<file path="src/rtl/exec_cc_mreg_if.sv">
// Signal bundle between the execute stage and its condition-code / E->M register back end.
// The pipeline control side drives E-stage values and M-register control; the back end returns flags and M fields.
interface exec_cc_mreg_if #(
    parameter int W = 64
);
    logic [3:0]   e_icode;
    logic [3:0]   e_ifun;
    logic [W-1:0] e_alu_out;
    logic         e_alu_of;
    logic [W-1:0] e_valA;
    logic [3:0]   e_dstE;
    logic [3:0]   e_dstM;
    logic [1:0]   e_stat;
    logic         m_exc;
    logic         w_exc;
    logic         m_stall;
    logic         m_bubble;

    logic         cc_zf;
    logic         cc_sf;
    logic         cc_of;
    logic         e_cnd;
    logic [3:0]   e_dstE_eff;
    logic [3:0]   M_icode;
    logic         M_cnd;
    logic [W-1:0] M_valE;
    logic [W-1:0] M_valA;
    logic [3:0]   M_dstE;
    logic [3:0]   M_dstM;
    logic [1:0]   M_stat;

    modport master (
        output e_icode, e_ifun, e_alu_out, e_alu_of, e_valA, e_dstE, e_dstM, e_stat,
        output m_exc, w_exc, m_stall, m_bubble,
        input  cc_zf, cc_sf, cc_of, e_cnd, e_dstE_eff,
        input  M_icode, M_cnd, M_valE, M_valA, M_dstE, M_dstM, M_stat
    );

    modport slave (
        input  e_icode, e_ifun, e_alu_out, e_alu_of, e_valA, e_dstE, e_dstM, e_stat,
        input  m_exc, w_exc, m_stall, m_bubble,
        output cc_zf, cc_sf, cc_of, e_cnd, e_dstE_eff,
        output M_icode, M_cnd, M_valE, M_valA, M_dstE, M_dstM, M_stat
    );
endinterface

</file>
<file path="src/rtl/exec_cc_mreg.sv">
// Y86-64 execute back end: ZF/SF/OF register, jXX/cmovXX condition evaluation,
// cmov destination squash and the E->M pipeline register with stall/bubble.
module exec_cc_mreg #(
    parameter int         W          = 64,
    parameter logic [3:0] ICODE_OPQ  = 4'h6,
    parameter logic [3:0] ICODE_CMOV = 4'h2,
    parameter logic [3:0] ICODE_NOP  = 4'h1,
    parameter logic [3:0] RNONE      = 4'hF
) (
    input logic           clk,
    input logic           reset,
    exec_cc_mreg_if.slave bus
);
    logic         zf_q;
    logic         sf_q;
    logic         of_q;
    logic         set_cc;
    logic         cnd;
    logic [3:0]   dst_e_eff;

    logic [3:0]   m_icode_q;
    logic         m_cnd_q;
    logic [W-1:0] m_val_e_q;
    logic [W-1:0] m_val_a_q;
    logic [3:0]   m_dst_e_q;
    logic [3:0]   m_dst_m_q;
    logic [1:0]   m_stat_q;

    // Flags freeze as soon as an older instruction has raised an exception.
    assign set_cc = (bus.e_icode == ICODE_OPQ) & ~bus.m_exc & ~bus.w_exc;

    always_ff @(posedge clk or posedge reset) begin
        if (reset) begin
            zf_q <= 1'b1;
            sf_q <= 1'b0;
            of_q <= 1'b0;
        end else if (set_cc) begin
            zf_q <= (bus.e_alu_out == '0);
            sf_q <= bus.e_alu_out[W-1];
            of_q <= bus.e_alu_of;
        end
    end

    // Condition uses the registered flags only; an OPq is seen by the next instruction.
    always_comb begin
        cnd = 1'b0;
        case (bus.e_ifun)
            4'h0:    cnd = 1'b1;
            4'h1:    cnd = (sf_q ^ of_q) | zf_q;
            4'h2:    cnd = sf_q ^ of_q;
            4'h3:    cnd = zf_q;
            4'h4:    cnd = ~zf_q;
            4'h5:    cnd = ~(sf_q ^ of_q);
            4'h6:    cnd = ~(sf_q ^ of_q) & ~zf_q;
            default: cnd = 1'b0;
        endcase
    end

    always_comb begin
        dst_e_eff = bus.e_dstE;
        if ((bus.e_icode == ICODE_CMOV) && !cnd) begin
            dst_e_eff = RNONE;
        end
    end

    // Bubble wins over stall; asserting both together is a control-logic error upstream.
    always_ff @(posedge clk or posedge reset) begin
        if (reset) begin
            m_icode_q <= ICODE_NOP;
            m_cnd_q   <= 1'b0;
            m_val_e_q <= '0;
            m_val_a_q <= '0;
            m_dst_e_q <= RNONE;
            m_dst_m_q <= RNONE;
            m_stat_q  <= 2'd0;
        end else if (bus.m_bubble) begin
            m_icode_q <= ICODE_NOP;
            m_cnd_q   <= 1'b0;
            m_val_e_q <= '0;
            m_val_a_q <= '0;
            m_dst_e_q <= RNONE;
            m_dst_m_q <= RNONE;
            m_stat_q  <= 2'd0;
        end else if (!bus.m_stall) begin
            m_icode_q <= bus.e_icode;
            m_cnd_q   <= cnd;
            m_val_e_q <= bus.e_alu_out;
            m_val_a_q <= bus.e_valA;
            m_dst_e_q <= dst_e_eff;
            m_dst_m_q <= bus.e_dstM;
            m_stat_q  <= bus.e_stat;
        end
    end

    assign bus.cc_zf      = zf_q;
    assign bus.cc_sf      = sf_q;
    assign bus.cc_of      = of_q;
    assign bus.e_cnd      = cnd;
    assign bus.e_dstE_eff = dst_e_eff;
    assign bus.M_icode    = m_icode_q;
    assign bus.M_cnd      = m_cnd_q;
    assign bus.M_valE     = m_val_e_q;
    assign bus.M_valA     = m_val_a_q;
    assign bus.M_dstE     = m_dst_e_q;
    assign bus.M_dstM     = m_dst_m_q;
    assign bus.M_stat     = m_stat_q;
endmodule

</file>
<file path="src/flat_wrapper.sv">
// flat-port wrapper written by rule: the top's interface ports become plain ports
module exec_cc_mreg_flat 
#(
    parameter int         W          = 64,
    parameter logic [3:0] ICODE_OPQ  = 4'h6,
    parameter logic [3:0] ICODE_CMOV = 4'h2,
    parameter logic [3:0] ICODE_NOP  = 4'h1,
    parameter logic [3:0] RNONE      = 4'hF
)
  (clk, reset, bus_e_icode, bus_e_ifun, bus_e_alu_out, bus_e_alu_of, bus_e_valA, bus_e_dstE, bus_e_dstM, bus_e_stat, bus_m_exc, bus_w_exc, bus_m_stall, bus_m_bubble, bus_cc_zf, bus_cc_sf, bus_cc_of, bus_e_cnd, bus_e_dstE_eff, bus_M_icode, bus_M_cnd, bus_M_valE, bus_M_valA, bus_M_dstE, bus_M_dstM, bus_M_stat);
  exec_cc_mreg_if #(.W(W)) bus_i ();
  input logic clk;
  input logic reset;
  input wire logic [$bits(bus_i.e_icode)-1:0] bus_e_icode;
  input wire logic [$bits(bus_i.e_ifun)-1:0] bus_e_ifun;
  input wire logic [$bits(bus_i.e_alu_out)-1:0] bus_e_alu_out;
  input wire logic [$bits(bus_i.e_alu_of)-1:0] bus_e_alu_of;
  input wire logic [$bits(bus_i.e_valA)-1:0] bus_e_valA;
  input wire logic [$bits(bus_i.e_dstE)-1:0] bus_e_dstE;
  input wire logic [$bits(bus_i.e_dstM)-1:0] bus_e_dstM;
  input wire logic [$bits(bus_i.e_stat)-1:0] bus_e_stat;
  input wire logic [$bits(bus_i.m_exc)-1:0] bus_m_exc;
  input wire logic [$bits(bus_i.w_exc)-1:0] bus_w_exc;
  input wire logic [$bits(bus_i.m_stall)-1:0] bus_m_stall;
  input wire logic [$bits(bus_i.m_bubble)-1:0] bus_m_bubble;
  output wire logic [$bits(bus_i.cc_zf)-1:0] bus_cc_zf;
  output wire logic [$bits(bus_i.cc_sf)-1:0] bus_cc_sf;
  output wire logic [$bits(bus_i.cc_of)-1:0] bus_cc_of;
  output wire logic [$bits(bus_i.e_cnd)-1:0] bus_e_cnd;
  output wire logic [$bits(bus_i.e_dstE_eff)-1:0] bus_e_dstE_eff;
  output wire logic [$bits(bus_i.M_icode)-1:0] bus_M_icode;
  output wire logic [$bits(bus_i.M_cnd)-1:0] bus_M_cnd;
  output wire logic [$bits(bus_i.M_valE)-1:0] bus_M_valE;
  output wire logic [$bits(bus_i.M_valA)-1:0] bus_M_valA;
  output wire logic [$bits(bus_i.M_dstE)-1:0] bus_M_dstE;
  output wire logic [$bits(bus_i.M_dstM)-1:0] bus_M_dstM;
  output wire logic [$bits(bus_i.M_stat)-1:0] bus_M_stat;
  assign bus_i.e_icode = bus_e_icode;
  assign bus_i.e_ifun = bus_e_ifun;
  assign bus_i.e_alu_out = bus_e_alu_out;
  assign bus_i.e_alu_of = bus_e_alu_of;
  assign bus_i.e_valA = bus_e_valA;
  assign bus_i.e_dstE = bus_e_dstE;
  assign bus_i.e_dstM = bus_e_dstM;
  assign bus_i.e_stat = bus_e_stat;
  assign bus_i.m_exc = bus_m_exc;
  assign bus_i.w_exc = bus_w_exc;
  assign bus_i.m_stall = bus_m_stall;
  assign bus_i.m_bubble = bus_m_bubble;
  assign bus_cc_zf = bus_i.cc_zf;
  assign bus_cc_sf = bus_i.cc_sf;
  assign bus_cc_of = bus_i.cc_of;
  assign bus_e_cnd = bus_i.e_cnd;
  assign bus_e_dstE_eff = bus_i.e_dstE_eff;
  assign bus_M_icode = bus_i.M_icode;
  assign bus_M_cnd = bus_i.M_cnd;
  assign bus_M_valE = bus_i.M_valE;
  assign bus_M_valA = bus_i.M_valA;
  assign bus_M_dstE = bus_i.M_dstE;
  assign bus_M_dstM = bus_i.M_dstM;
  assign bus_M_stat = bus_i.M_stat;
  exec_cc_mreg #(.W(W), .ICODE_OPQ(ICODE_OPQ), .ICODE_CMOV(ICODE_CMOV), .ICODE_NOP(ICODE_NOP), .RNONE(RNONE)) u_core (.clk(clk), .reset(reset), .bus(bus_i));
endmodule
</file>
<file path="config.mk">
export PLATFORM = sky130hd
export DESIGN_NAME = exec_cc_mreg_flat
export DESIGN_NICKNAME = d
export VERILOG_FILES = /design/src/rtl/exec_cc_mreg_if.sv /design/src/rtl/exec_cc_mreg.sv /design/src/flat_wrapper.sv
export SDC_FILE = /design/constraint.sdc
export NUM_CORES = 1
export LEC_CHECK = 0
export CELL_PAD_IN_SITES_DETAIL_PLACEMENT = 0
export CELL_PAD_IN_SITES_GLOBAL_PLACEMENT = 1
export CORE_MARGIN = 5
export CORE_UTILIZATION = 27
export DETAILED_ROUTE_END_ITERATION = 10
export PLACE_DENSITY = 0.78
export SYNTH_ARGS = -nofsm -noshare
export SYNTH_HDL_FRONTEND = slang
export SYNTH_SLANG_ARGS = --single-unit
</file>
<file path="constraint.sdc">
create_clock -name clk -period 5.3 [get_ports clk]
set_clock_uncertainty 0.15 [all_clocks]
set_input_delay 1.06 -clock clk [delete_from_list [all_inputs] [get_ports clk]]
set_output_delay 1.06 -clock clk [all_outputs]
set_load 0.01 [all_outputs]
</file>
* Word level (Yosys, flattened, before mapping)
Index checks and enable logic that the tools add are counted.
Word-level totals: output and inout port bits 151, input port bits 153, word-level logic and storage cells 48, flip-flop bits (word level) 146
Operators by class: mux-type cells 16, bitwise logic cells 9, equal/unequal tests 9, reduce and logical (&&, ||, !) cells 4
Operator list (count):
- 2-to-1 mux 64 bit | 4
- zero test 64 bit | 1
- 2-to-1 mux 4 bit | 7
- == test 4 x 3 -> 1 bit, second input constant | 4
- == test 4 x 2 -> 1 bit, second input constant | 3
- one-hot mux 1 bit (7 select lines) | 1
- == test 4 x 1 -> 1 bit, second input constant | 1
- zero test 4 bit | 1
- 2-to-1 mux 2 bit | 2
- NOT 1 bit | 4
- bitwise AND 1 bit | 3
- 2-to-1 mux 1 bit | 2
- inequality test 2 x 1 -> 1 bit, second input constant | 1
- logical AND 1 bit | 1
- zero test 1 bit | 1
- bitwise OR 1 bit | 1
- XOR 1 bit | 1

* Logic depth before layout (Yosys ltp)
depth in word-level cells 9, mapped depth 5, depth with buffers taken out 4

* Worst setup path after synthesis
No wires, ideal clock.
path kind input -> output, start in bus_e_ifun[0], end out bus_e_dstE_eff[0], arrival 1.875 ns, path slack 2.215 ns, cell stages on the path 4, buffers on the path 0, cells stage by stage o31ai_1 -> a21oi_1 -> o31ai_4 -> nand2b_1
Between the ends: cells in the longest elaborated chain, start to end 5, elaborated cells on any way between the ends 11
RTL lines:
- start: declaration | line flat_wrapper.sv:15 | input wire logic [$bits(bus_i.e_ifun)-1:0] bus_e_ifun;
- == test 4 x 3 -> 1 bit (tied with other cells) | line exec_cc_mreg.sv:47 | case (bus.e_ifun)
- one-hot mux 1 bit (7 select lines) (*) | line exec_cc_mreg.sv:47
- zero test 1 bit (*) | line exec_cc_mreg.sv:61 | if ((bus.e_icode == ICODE_CMOV) && !cnd) begin
- logical AND 1 bit (*) | line exec_cc_mreg.sv:61
- 2-to-1 mux 4 bit (*) | line exec_cc_mreg.sv:61
- end: declaration | line flat_wrapper.sv:30 | output wire logic [$bits(bus_i.e_dstE_eff)-1:0] bus_e_dstE_eff;
Every way passes the cells marked *; elsewhere a longest branch is shown, timed or not.

* Final worst setup path
start in bus_e_ifun[0], end out bus_e_dstE_eff[1]
The elaborated chain is that of the path after synthesis.

==> impl_metrics.csv <==
group,metric,value,unit
final_layout,drive_gt1_share,6.55,%
final_layout,antenna_cells,0,
grt,grt_pass1_wl,31300,um
detailed_routing,drt-initial-drc-count,225,
synthesis,synth_seq_cells,146,
power,p_sw_share,25.3,%
grt,gr-total-overflow,0,
power,leakage,0.00457,uW
power,p_clk_share,42.6,%
detailed_routing,wirelength,20000,um
worst_setup_path,cp_slowest_stage_delay,0.53,ns
worst_setup_path,r2r-end,"u_core.bus.M_dstE[1]",
placed_design,dp_hpwl,14400,um
detailed_routing,drc_errors,0,
worst_setup_path,crit_path_end_kind,"output port",
worst_setup_path,critical_path_class,"in -> out",
final_layout,fill_cells,2137,
clock_network,post_cts_resized,0,
grt,track_usage,15.4,%
power,p_sw,757,uW
grt,antenna_found_initial,0,
placed_design,gp_congestion,0.736,
final_layout,nNetsFinal,965,
detailed_routing,drt_pass1_iterations,4,
floorplan,core,22400,um^2
clock_network,cts_setup_buffers,0,
worst_setup_path,slowest_stage,"clkdlybuf4s50_1",
worst_setup_path,endpoint,"bus_e_dstE_eff[1]",
floorplan,rows,55,
detailed_routing,wl_per_cell,18.0,um
synthesis,yosysSeqAreaShare,60.0,%
worst_setup_path,crit_buf_inv,2,
synthesis,syn_area_per_cell,11.8,um^2
clock_network,postCtsHoldBufs,0,
clock_network,htree_num_levels,4,
worst_setup_path,critPathLaunchType,"input pin",
worst_setup_path,cp_common_cell,"clkdlybuf4s50_1",
synthesis,syn_inst,516,
grt,grt_pass1_vias,5239,
worst_setup_path,crit_cells,6,
timing,worst_slew_pin_slew,1.07,ns
final_layout,area_growth,64.4,%
worst_setup_path,cp-startpoint,"bus_e_ifun[0]",
worst_setup_path,rr_worst_depth,4,
floorplan,dieArea,25700,um^2
timing,fin_hold_ws,0.357,ns
flow_run,drv_cap,0,
synthesis,netlist_area,6110,um^2
worst_setup_path,worstReg2RegStart,"u_core.bus.cc_zf",
clock_network,clock_path_buffers,2,
power,p_comb_share,16.7,%
worst_setup_path,rrSetupSlack,3.55,ns
clock_network,numCtsBuffers,17,
worst_setup_path,cp_cell_sequence,"clkdlybuf4s50_1, mux2i_1, a21oi_1, o31ai_4, nand2b_1, clkdlybuf4s50_1",
clock_network,clock-sinks,146,
detailed_routing,drt-vias-per-instance,4.46,
worst_setup_path,crit_arrival,3.04,ns
clock_network,cts_tree,"yes",
worst_hold_path,holdPathStages,2,
timing,fin_crit,4.25,ns
worst_hold_path,worstHoldPathType,"reg -> reg",
synthesis,synth.distinct_cells,26,
timing,rsz0062_at_grt,"no",
floorplan,die_h,160,um
clock_network,cts_root_buffer,"clkbuf_16",
detailed_routing,ant_nets,0,
detailed_routing,via_count,4952,
floorplan,io_pins,304,
power,pwr_density_cell,298,nW/um^2
placed_design,numPortBuffers,303,
clock_network,clk_latency,0.41,ns
synthesis,synth_warnings,0,
timing,maxSlewViolCount,0,
floorplan,die_width,160,um
grt,grt_max_degree,101,
timing,period_share,80.1,%
worst_setup_path,crit_fanout,8,
timing,relSlewSlack,28.3,%
power,p_seq_share,40.7,%
timing,tns,0,ns
synthesis,syn_nets,669,
outcome,status,"complete, no violations",
power,total_power,2990,uW
worst_setup_path,crit_family,"buffers and inverters",
floorplan,start_util,27.2,%
timing,fmax,0.235,GHz
clock_network,clk_pin_slew_worst_paths,0.07,ns
power,intPower,2240,uW
worst_setup_path,crit_required,4.09,ns
timing,hold_viol_final,0,
power,peakVddDrop,0.000175,V
timing,setup_viol,0,
cells in the mapped netlist:
cell type  instances  share of area [%]
nor2_1           140                8.6
dfrtp_1          136                 56
mux2i_1          134                 22
clkbuf_1          17                1.0
buf_2             16                1.3
nor4_1            15                1.5
dfstp_2           10                4.3
nor2b_1            7               0.72
a211o_1            5               0.72
a21oi_1            5               0.41
nand2b_1           5               0.51
nand4_1            5               0.51
nor3_1             5               0.41
inv_1              3               0.18
mux2_2             2               0.37
a21o_1             1               0.12
a22o_1             1               0.14
nand2_1            1              0.061
nor4_2             1               0.20
nor4b_1            1               0.14
o211a_1            1               0.16
o21ai_1            1              0.082
o31ai_1            1               0.12
o31ai_4            1               0.35
or4_1              1               0.12
xnor2_1            1               0.14
stage by stage:
stage	setup WS [ns]	utilization [%]	cells	instance area, um^2
finish	1.05	44.8	1110	10000
CTS	1.03	44.8	1110	10000
detailed placement	1.03	42.0	1078	9420
floorplan	0.184	-	516	6110
global placement	1.05	42.0	1078	9420
global route	0.961	44.8	1110	10000
cells in the final DEF (no fill, tap or decap), types with 2 or more instances in the layout:
cell type / synthesis / final
buf_4: 0 / 7
dfrtp_1: 136 / 136
a21oi_1: 5 / 5
clkinv_4: 0 / 5
nand4_1: 5 / 5
clkbuf_1: 17 / 2
nor3_1: 5 / 5
nor4_1: 15 / 15
mux2_2: 2 / 2
clkbuf_8: 0 / 2
nor2b_1: 7 / 7
dfstp_2: 10 / 10
clkbuf_16: 0 / 17
a211o_1: 5 / 5
nand2b_1: 5 / 5
clkdlybuf4s50_1: 0 / 301
inv_6: 0 / 4
bufinv_16: 0 / 3
inv_1: 3 / 2
nor2_1: 140 / 140
mux2i_1: 134 / 134
worst reg2reg max path: cells and delay by family (launching register included):
| family | cells | cell delay [ns] |
|---|---|---|
| compound gates | 3 | 0.83 |
| flops | 1 | 0.60 |
| simple gates | 1 | 0.08 |
layer usage:
layer	share of wire (%)	up-vias	global-route usage [%]
met5	0	-	0
met4	2.0	0	4.81
met3	6.8	24	5.11
met2	48	175	25.2
met1	43	2399	19.2
li1	-	2354	-
cell families (layout without fill, tap and decap cells):
logic type,count (synthesis),count (layout),synth area share (%)
AND/OR/NAND/NOR,181,181,12.8
AO/OA/AOI/OAI,16,16,2.11
XOR/XNOR,1,1,0.143
buffers and inverters,36,345,2.54
multiplexers,136,136,22.3
flip-flops,146,146,60.0
state kept, by name (all words and copies together) (netlist names):
name	cells
u_core.bus.M_dstE	4
u_core.bus.M_dstM	4
u_core.bus.cc_of	1
u_core.bus.M_stat	2
u_core.bus.cc_sf	1
u_core.bus.M_cnd	1
u_core.bus.M_valE	64
u_core.bus.M_icode	4
u_core.bus.M_valA	64
u_core.bus.cc_zf	1
worst min-delay path by stage:
stage	from	end	slack [ns]
2_1_floorplan	u_core.bus.cc_zf	u_core.bus.cc_zf	0.34
3_3_place_gp	u_core.bus.M_dstE[1]	u_core.bus.M_dstE[1]	0.34
3_5_place_dp	u_core.bus.M_dstE[2]	u_core.bus.M_dstE[2]	0.35
4_1_cts	u_core.bus.M_dstE[2]	u_core.bus.M_dstE[2]	0.36
5_1_grt	u_core.bus.M_dstE[1]	u_core.bus.M_dstE[1]	0.39
6_report	u_core.bus.M_dstE[2]	u_core.bus.M_dstE[2]	0.36
power by group through the flow:
stage | clock [uW] | sequential (uW) | combinational [uW]
6_report | 1270 | 1220 | 501
3_5_place_dp | 0 | 1240 | 510
3_3_place_gp | 0 | 1240 | 509
4_1_cts | 1310 | 1220 | 513
2_1_floorplan | 0 | 1270 | 165
5_1_grt | 1370 | 1230 | 543
layout make-up:
type                       count  area (um^2)  share of cell area (%)
timing repair buffer         310         3100                    30.9
tap                          285          357                    3.55
clock inverter                12          171                    1.71
sequential                   146         3670                    36.5
clock buffer                  20          447                    4.45
multi-input combinational    334         2280                    22.8
inverter                       3         16.3                   0.162
Note: power is estimated with default switching activity, not from simulation.
